===== src/rtl/usb_rx_link_ctrl.sv =====
// Receive-side link sequencer for OUT/SETUP transactions: token -> DATA PID check ->
// payload end -> ACK/NAK decision, with per-endpoint data toggle and SOP timeout.
module usb_rx_link_ctrl #(
    parameter int NUM_EP      = 4,
    parameter int TIMEOUT_CYC = 90,
    parameter int CNT_W       = 8
) (
    input  logic              clk,
    input  logic              rst,
    input  logic              token_valid,
    input  logic              token_is_setup,
    input  logic [3:0]        token_endp,
    input  logic              rx_abort,
    output logic              rx_data_on,
    input  logic              rx_sop_en,
    input  logic [7:0]        rx_pid_byte,
    input  logic              rx_lt_eop_en,
    input  logic              crc16_err,
    input  logic              ep_nak,
    output logic              hs_valid,
    output logic [7:0]        hs_pid,
    output logic              xfer_ok,
    output logic [3:0]        xfer_endp,
    output logic              rx_timeout,
    output logic              pid_err,
    output logic              busy,
    output logic [NUM_EP-1:0] ep_toggle
);

    localparam logic [7:0] PID_DATA0 = 8'hC3;
    localparam logic [7:0] PID_DATA1 = 8'h4B;
    localparam logic [7:0] PID_ACK   = 8'hD2;
    localparam logic [7:0] PID_NAK   = 8'h5A;

    typedef enum logic [1:0] {IDLE, WAIT_SOP, RECV, HS} state_t;

    state_t            state, state_d;
    logic [CNT_W-1:0]  cnt, cnt_d;
    logic              is_setup, is_setup_d;
    logic              pid_tog, pid_tog_d;
    logic [3:0]        endp_d;
    logic [NUM_EP-1:0] tog_d;
    logic              hs_valid_d, xfer_ok_d, rx_timeout_d, pid_err_d;
    logic [7:0]        hs_pid_d;
    logic              cur_tog;
    logic              tog_wr;
    logic              tog_val;

    always_comb begin
        cur_tog = 1'b0;
        for (int i = 0; i < NUM_EP; i++)
            if (32'(xfer_endp) == i) cur_tog = ep_toggle[i];
    end

    always_comb begin
        state_d      = state;
        cnt_d        = cnt;
        is_setup_d   = is_setup;
        pid_tog_d    = pid_tog;
        endp_d       = xfer_endp;
        hs_valid_d   = 1'b0;
        hs_pid_d     = 8'h00;
        xfer_ok_d    = 1'b0;
        rx_timeout_d = 1'b0;
        pid_err_d    = 1'b0;
        tog_wr       = 1'b0;
        tog_val      = 1'b0;
        if (rx_abort) begin
            state_d = IDLE;
        end else begin
            case (state)
                IDLE: begin
                    if (token_valid && (32'(token_endp) < NUM_EP)) begin
                        endp_d     = token_endp;
                        is_setup_d = token_is_setup;
                        cnt_d      = '0;
                        state_d    = WAIT_SOP;
                    end
                end
                WAIT_SOP: begin
                    cnt_d = cnt + 1'b1;
                    if (rx_sop_en) begin
                        if (rx_pid_byte == PID_DATA0 || rx_pid_byte == PID_DATA1) begin
                            pid_tog_d = (rx_pid_byte == PID_DATA1);
                            state_d   = RECV;
                        end else begin
                            pid_err_d = 1'b1;
                            state_d   = IDLE;
                        end
                    end else if (cnt == CNT_W'(TIMEOUT_CYC - 1)) begin
                        rx_timeout_d = 1'b1;
                        state_d      = IDLE;
                    end
                end
                RECV: begin
                    // Decision is registered on the EOP edge so the handshake
                    // is visible during the single HS cycle.
                    if (rx_lt_eop_en) begin
                        state_d = HS;
                        if (crc16_err) begin
                            hs_valid_d = 1'b0;
                        end else if (is_setup && pid_tog) begin
                            pid_err_d = 1'b1;
                        end else if (is_setup) begin
                            hs_valid_d = 1'b1;
                            hs_pid_d   = PID_ACK;
                            xfer_ok_d  = 1'b1;
                            tog_wr     = 1'b1;
                            tog_val    = 1'b1;
                        end else if (ep_nak) begin
                            hs_valid_d = 1'b1;
                            hs_pid_d   = PID_NAK;
                        end else if (pid_tog != cur_tog) begin
                            hs_valid_d = 1'b1;
                            hs_pid_d   = PID_ACK;
                        end else begin
                            hs_valid_d = 1'b1;
                            hs_pid_d   = PID_ACK;
                            xfer_ok_d  = 1'b1;
                            tog_wr     = 1'b1;
                            tog_val    = ~cur_tog;
                        end
                    end
                end
                HS: state_d = IDLE;
                default: state_d = IDLE;
            endcase
        end
    end

    always_comb begin
        tog_d = ep_toggle;
        for (int i = 0; i < NUM_EP; i++)
            if (tog_wr && 32'(xfer_endp) == i) tog_d[i] = tog_val;
    end

    always_ff @(posedge clk or posedge rst) begin
        if (rst) begin
            state      <= IDLE;
            cnt        <= '0;
            is_setup   <= 1'b0;
            pid_tog    <= 1'b0;
            xfer_endp  <= 4'd0;
            ep_toggle  <= '0;
            hs_valid   <= 1'b0;
            hs_pid     <= 8'h00;
            xfer_ok    <= 1'b0;
            rx_timeout <= 1'b0;
            pid_err    <= 1'b0;
            busy       <= 1'b0;
            rx_data_on <= 1'b0;
        end else begin
            state      <= state_d;
            cnt        <= cnt_d;
            is_setup   <= is_setup_d;
            pid_tog    <= pid_tog_d;
            xfer_endp  <= endp_d;
            ep_toggle  <= tog_d;
            hs_valid   <= hs_valid_d;
            hs_pid     <= hs_pid_d;
            xfer_ok    <= xfer_ok_d;
            rx_timeout <= rx_timeout_d;
            pid_err    <= pid_err_d;
            busy       <= (state_d != IDLE);
            rx_data_on <= (state_d == WAIT_SOP) || (state_d == RECV);
        end
    end

endmodule


===== config.mk =====
export PLATFORM = sky130hd
export DESIGN_NAME = usb_rx_link_ctrl
export DESIGN_NICKNAME = d
export VERILOG_FILES = /design/src/rtl/usb_rx_link_ctrl.sv
export SDC_FILE = /design/constraint.sdc
export NUM_CORES = 1
export LEC_CHECK = 0
export ABC_AREA = 1
export BUFFER_PORTS_ARGS = -buffer_cell sky130_fd_sc_hd__buf_2
export CORE_ASPECT_RATIO = 0.8
export CORE_MARGIN = 2
export CORE_UTILIZATION = 45
export CTS_BUF_LIST = sky130_fd_sc_hd__clkbuf_8
export CTS_CLUSTER_DIAMETER = 200
export DETAILED_ROUTE_END_ITERATION = 8
export GPL_ROUTABILITY_DRIVEN = 0
export PLACE_DENSITY_LB_ADDON = 0.3
export SLEW_MARGIN = 15
export SYNTH_ARGS = -nofsm -noshare
export SYNTH_HDL_FRONTEND = slang
export SYNTH_SLANG_ARGS = --single-unit

===== constraint.sdc =====
create_clock -name clk -period 1.7 [get_ports clk]
set_input_delay 0 -clock clk [delete_from_list [all_inputs] [get_ports clk]]
set_output_delay 0 -clock clk [all_outputs]
set_load 0.005 [all_outputs]

==> results.yml, run 1 <==
run_status:
  status: "finished, final reports clean"
pwr:
  ir_drop_uv: 589
  leakagePower_nw: 1.17
  powerDensity_mw_per_mm2: 1210
timing:
  clock.fmax_mhz: 624
  slew_viol_final: 0
  period_needed_ns: 1.60
  setup_viol: 0
  timing.final.crit_share_pct: 94.2
  setup_ws_ns: 0.0985
  skew_ns: 0.0113
  finalHoldViolations: 0
  finalSetupTns_ns: 0
logic_synthesis:
  yosysWarnings: 0
  seq_area_frac_synth_pct: 41.5
  synth_cells: 218
  yosysUniqueCellTypes: 29
  syn_avg_cell_area_um2: 7.74
  ys_ff_latch: 28
  syn-cell-area_mm2: 0.00169
worst_hold_path:
  hp-class: "primary input to flip-flop"
setup_path:
  cp.required_ns: 1.89
  cp-end-kind: "flip-flop"
  path_class: "flip-flop to flip-flop"
  cp_max_fo: 9
  critical_path.startpoint_type: "flip-flop"
  critical_path_arrival_ns: 1.79
global_route:
  grt_overflow: 0
  grt_max_degree: 29
  track_usage_pct: 19.2
  antenna_found_initial: 0
  grt_pass1_wl_mm: 6.38
  grt_pass1_vias: 1489
placed_design:
  portBuffers: 39
  dpl_cell_area_mm2: 0.00194
  place_ws_ns: 0.0556
  post-dp-hpwl_mm: 2.70
route:
  drt_wl_total_mm: 3.79
  dr.pass1.iters: 4
  detail_route.vias_per_cell: 4.93
  wire_per_inst_um: 12.1
  drc_errors: 0
  via_count: 1547
  ant_nets: 0
  first_iter_violations: 93
floorplan:
  die_w_um: 72.5
  dieArea_mm2: 0.00426
  die_y_um: 58.8
  start_util_pct: 48.0
  core_region_area_mm2: 0.00352
  num_rows: 19
  ioPinCount: 43
cells_and_area:
  utilization_pct: 61.2
  layout_common_cells: "55 x nand2_1, 39 x buf_2, 35 x inv_1"
  num_antenna_cells: 0
  layout_commonest_cell: "nand2_1"
  area_growth_syn_to_layout_pct: 27.6
  design_area_mm2: 0.00215
  drive_gt1_share_pct: 26.5
  nets: 301
cts:
  cts_tree: "done"
  cts_buffer_depth: 2
  cts_num_sinks: 28
  clk_pin_slew_ns: 0.11
  cts_buffers: 3
  insertion_delay_ns: 0.28
  cts_max_level: 1
  cts-root-buf: "clkbuf_8"
flow_run:
  maxCapViolations: 0
## cells by family (layout without fill, tap and decap cells)
group	count (synthesis)	count (layout)	synth area share (%)
other	1	3	0.222
buffers and inverters	45	97	11.9
flip-flops	28	28	41.5
adder cells (fa/ha/maj)	7	7	5.19
AND/OR/NAND/NOR	116	116	34.2
multiplexers	1	1	0.593
AO/OA/AOI/OAI	20	20	6.37
## worst max-delay path, stage by stage, from the launching register on
cell     delay (ns)
dfrtp_1        0.46
mux2i_1        0.30
o22ai_2        0.10
nand2_1        0.11
ha_4           0.21
nand2_4        0.09
nand3_1        0.09
nand2_1        0.08
nand2_1        0.05
## metal layers
metal  GRT usage, %  wire length (um)  share of wire, %
met1           24.5              1690                45
met2           33.6              1860                49
met3           4.28               218               5.7
met4           4.23                19              0.50
met5              0                 0                 0
## flip-flops by register name, indices dropped and copies added (netlist names)
| name | cells |
|---|---|
| cnt | 8 |
| ep_toggle | 4 |
| xfer_endp | 4 |
| hs_pid | 3 |
| state | 2 |
| busy | 1 |
| is_setup | 1 |
| pid_err | 1 |
| pid_tog | 1 |
| rx_data_on | 1 |
| rx_timeout | 1 |
| xfer_ok | 1 |
## final cells by class
class                           instances  area [um2]
Fill cell                             332        1370
Multi-Input combinational cell        147         842
Sequential cell                        28         701
Timing Repair Buffer                   56         343
Inverter                               37         144
Tap cell                               42        52.6
Clock buffer                            3        41.3
Clock inverter                          1        30.0
## Yosys cell counts
cell type	count	area [um2]
ha_1	7	87.6
dfrtp_1	28	701
buf_4	7	52.6
o21ai_1	5	25.0
conb_1	1	3.75
o211ai_1	1	7.51
nand2_2	2	12.5
nand3_4	1	17.5
inv_4	2	12.5
nand2_1	57	214
clkbuf_2	1	5.00
nand3_1	20	100
nor2_2	1	6.26
a21oi_1	6	30.0
nor2_4	2	22.5
mux2i_1	1	10.0
nor3b_1	1	7.51
nor2_8	1	20.0
nand4_4	1	21.3
inv_1	35	131
nand2_4	1	11.3
nand4_1	9	56.3
o22ai_1	2	12.5
nor4_1	2	12.5
nor3_1	2	10.0
nor2_1	14	52.6
or2_2	2	12.5
o21bai_1	1	7.51
o21ai_0	5	25.0
## path summary, 6_finish.rpt
check	start	end	slack (ns)	cells past startpoint
max in group asynchronous	rst	cnt[5]	1.11	4
max	xfer_endp[0]	ep_toggle[0]	0.1	8
max reg2reg	xfer_endp[0]	ep_toggle[0]	0.1	8
min in group asynchronous	rst	hs_pid[7]	0.31	4
min reg2reg	ep_toggle[1]	ep_toggle[1]	0.52	2
min	rx_lt_eop_en	hs_pid[3]	0.01	3
## repair_timing
item,CTS,global route
gates resized for setup,0,10
endpoints found under the setup margin,0,7
endpoints found under the hold margin,33,0
hold buffers,8,0
setup buffers,0,2
## metrics by stage
step,hold WS [ns],power (W),cells
after floorplan,0.0654,0.00158,220
after global placement,0.0841,0.00190,300
after detailed placement,0.0877,0.00193,300
after CTS,0.00863,0.00249,312
after global routing,0.0246,0.00283,314
final,0.0127,0.00261,314
## report_power, final
part / internal (W) / switching (W) / total, W
logic: 0.000479 / 0.000627 / 0.00111
registers: 0.000821 / 0.000145 / 0.000966
clock network: 0.000316 / 0.000221 / 0.000536
total: 0.00162 / 0.000993 / 0.00261
Power figures use the tool's default switching activity.
==> inputs of run 2 (changes only) <==
--- a/config.mk
+++ b/config.mk
@@ -12,10 +12,12 @@
 export CORE_UTILIZATION = 45
 export CTS_BUF_LIST = sky130_fd_sc_hd__clkbuf_8
 export CTS_CLUSTER_DIAMETER = 200
+export CTS_CLUSTER_SIZE = 25
 export DETAILED_ROUTE_END_ITERATION = 8
 export GPL_ROUTABILITY_DRIVEN = 0
-export PLACE_DENSITY_LB_ADDON = 0.3
+export PLACE_DENSITY = 0.72
 export SLEW_MARGIN = 15
 export SYNTH_ARGS = -nofsm -noshare
 export SYNTH_HDL_FRONTEND = slang
 export SYNTH_SLANG_ARGS = --single-unit
+export TNS_END_PERCENT = 10
==> results.yml, run 2 (synthesis results as in run 1) <==
route:
  wire_per_inst_um: 12.2
  via_count: 1558
  detail_route.vias_per_cell: 5.01
  drt_wl_total_mm: 3.80
  drc_errors: 0
  first_iter_violations: 54
  ant_nets: 0
  dr.pass1.iters: 4
placed_design:
  post-dp-hpwl_mm: 2.66
  portBuffers: 39
  place_ws_ns: 0.0532
setup_path:
  r2r_setup_slack_ns: 0.05
  crit_path_max_incr_delay_ns: 0.41
  path_class: "flip-flop to flip-flop"
  cp_slowest_cell: "dfrtp_1"
  reg2reg_depth: 8
  cp_max_fo: 4
  critical_path_arrival_ns: 1.84
  critical_path.startpoint_type: "flip-flop"
  crit_top_cell: "nand2_1"
  cp-end-kind: "flip-flop"
  path_cells: "nor2_2, nand2_1, o22ai_2, nand2_1, ha_1, or2_2, nand4_1, nand2_1"
  cp.required_ns: 1.88
pwr:
  p_int_w: 0.00155
  leakagePower_nw: 1.15
  combinationalPowerShare_pct: 40.7
  netSwitchingPower_w: 0.000993
  fin_total_pwr_w: 0.00254
  powerDensity_mw_per_mm2: 1210
  ir_drop_uv: 584
  swShare_pct: 39.1
  clkPwrFrac_pct: 21.3
  power_frac_seq_pct: 38.0
global_route:
  track_usage_pct: 18.7
  antenna_found_initial: 0
  grt_overflow: 0
  grt_pass1_wl_mm: 6.16
  grt_pass1_vias: 1424
  grt_max_degree: 29
timing:
  rsz0062_at_grt: "true"
  timing.final.crit_share_pct: 97.1
  setup_ws_ns: 0.0485
  period_needed_ns: 1.65
  holdWs_ns: 0.0169
  clock.fmax_mhz: 605
  finalSetupTns_ns: 0
  setup_viol: 0
  slew_viol_final: 0
  skew_ns: 0.00212
  finalHoldViolations: 0
cts:
  clk_pin_slew_ns: 0.10
  cts_tree: "done"
  cts_buffers: 3
  insertion_delay_ns: 0.28
  cts-root-buf: "clkbuf_8"
  cts_max_level: 1
  cts_buffer_depth: 2
  cts_num_sinks: 28
cells_and_area:
  num_antenna_cells: 0
  utilization_pct: 59.7
  area_growth_syn_to_layout_pct: 24.5
  largest-register: "cnt"
  reg.largest.list: "cnt (8), ep_toggle (4), xfer_endp (4)"
  nets: 298
  drive_gt1_share_pct: 24.9
  layout_commonest_cell: "nand2_1"
  largest_register_ffs: 8
  layout_common_cells: "56 x nand2_1, 39 x buf_2, 35 x inv_1"
floorplan:
  die_y_um: 58.8
  num_rows: 19
  ioPinCount: 43
  die_w_um: 72.5
  core_region_area_mm2: 0.00352
  start_util_pct: 48.0
  dieArea_mm2: 0.00426
worst_hold_path:
  hold_path_depth: 3
  hp-class: "primary input to flip-flop"
flow_run:
  maxCapViolations: 0
run_status:
  status: "finished, final reports clean"
-- run 2: final cells by class --
| class | count | area [um2] |
|---|---|---|
| timing repair buffer | 52 | 313 |
| sequential | 28 | 701 |
| clock inverter | 1 | 30.0 |
| clock buffer | 3 | 41.3 |
| inverter | 37 | 144 |
| multi-input combinational | 148 | 821 |
| tap | 42 | 52.6 |
| fill | 342 | 1420 |
-- run 2: through the flow --
step                      std cells  cell area (um2)
final                           311             2100
after global routing            311             2100
after CTS                       309             2070
after detailed placement        297             1920
after global placement          297             1920
after floorplan                 220             1700
-- run 2: worst max-delay path, delay by kind of cell (launching register included) --
| family | cells | cell delay, ns |
|---|---|---|
| AND/OR/NAND/NOR | 6 | 0.83 |
| flip-flops | 1 | 0.41 |
| AO/OA/AOI/OAI | 1 | 0.14 |
| adder cells (fa/ha/maj) | 1 | 0.17 |
-- run 2: per-layer routing --
metal | track usage, % | part of all wire [%] | vias up
met5 | 0 | 0 | -
met4 | 4.76 | 2.2 | 0
met3 | 3.42 | 5.9 | 10
met2 | 32.6 | 47 | 60
met1 | 24.2 | 45 | 699
li1 | - | - | 789
-- run 2: power by group through the flow --
stage                     Sequential (W)  Clock [W]  Combinational, W
after global placement          0.000973          0          0.000891
final                           0.000964   0.000542           0.00103
after CTS                       0.000962   0.000549          0.000944
after detailed placement        0.000972          0          0.000917
after global routing            0.000987   0.000572           0.00117
after floorplan                 0.000960          0          0.000620
-- run 2: final timing paths --
check                                from           end
setup / recovery             xfer_endp[3]  ep_toggle[1]
setup reg to reg             xfer_endp[3]  ep_toggle[1]
hold / removal             rx_pid_byte[3]       pid_tog
min in group asynchronous             rst     hs_pid[7]
hold reg to reg              ep_toggle[0]  ep_toggle[0]
max in group asynchronous             rst        cnt[0]
-- run 2: timing repair --
| action | 4_1_cts | 5_1_grt |
|---|---|---|
| endpoints found under the hold margin | 33 | 0 |
| setup buffers | 0 | 1 |
| hold buffers | 8 | 0 |
| resized for setup | 0 | 6 |
| endpoints found under the setup margin | 0 | 7 |
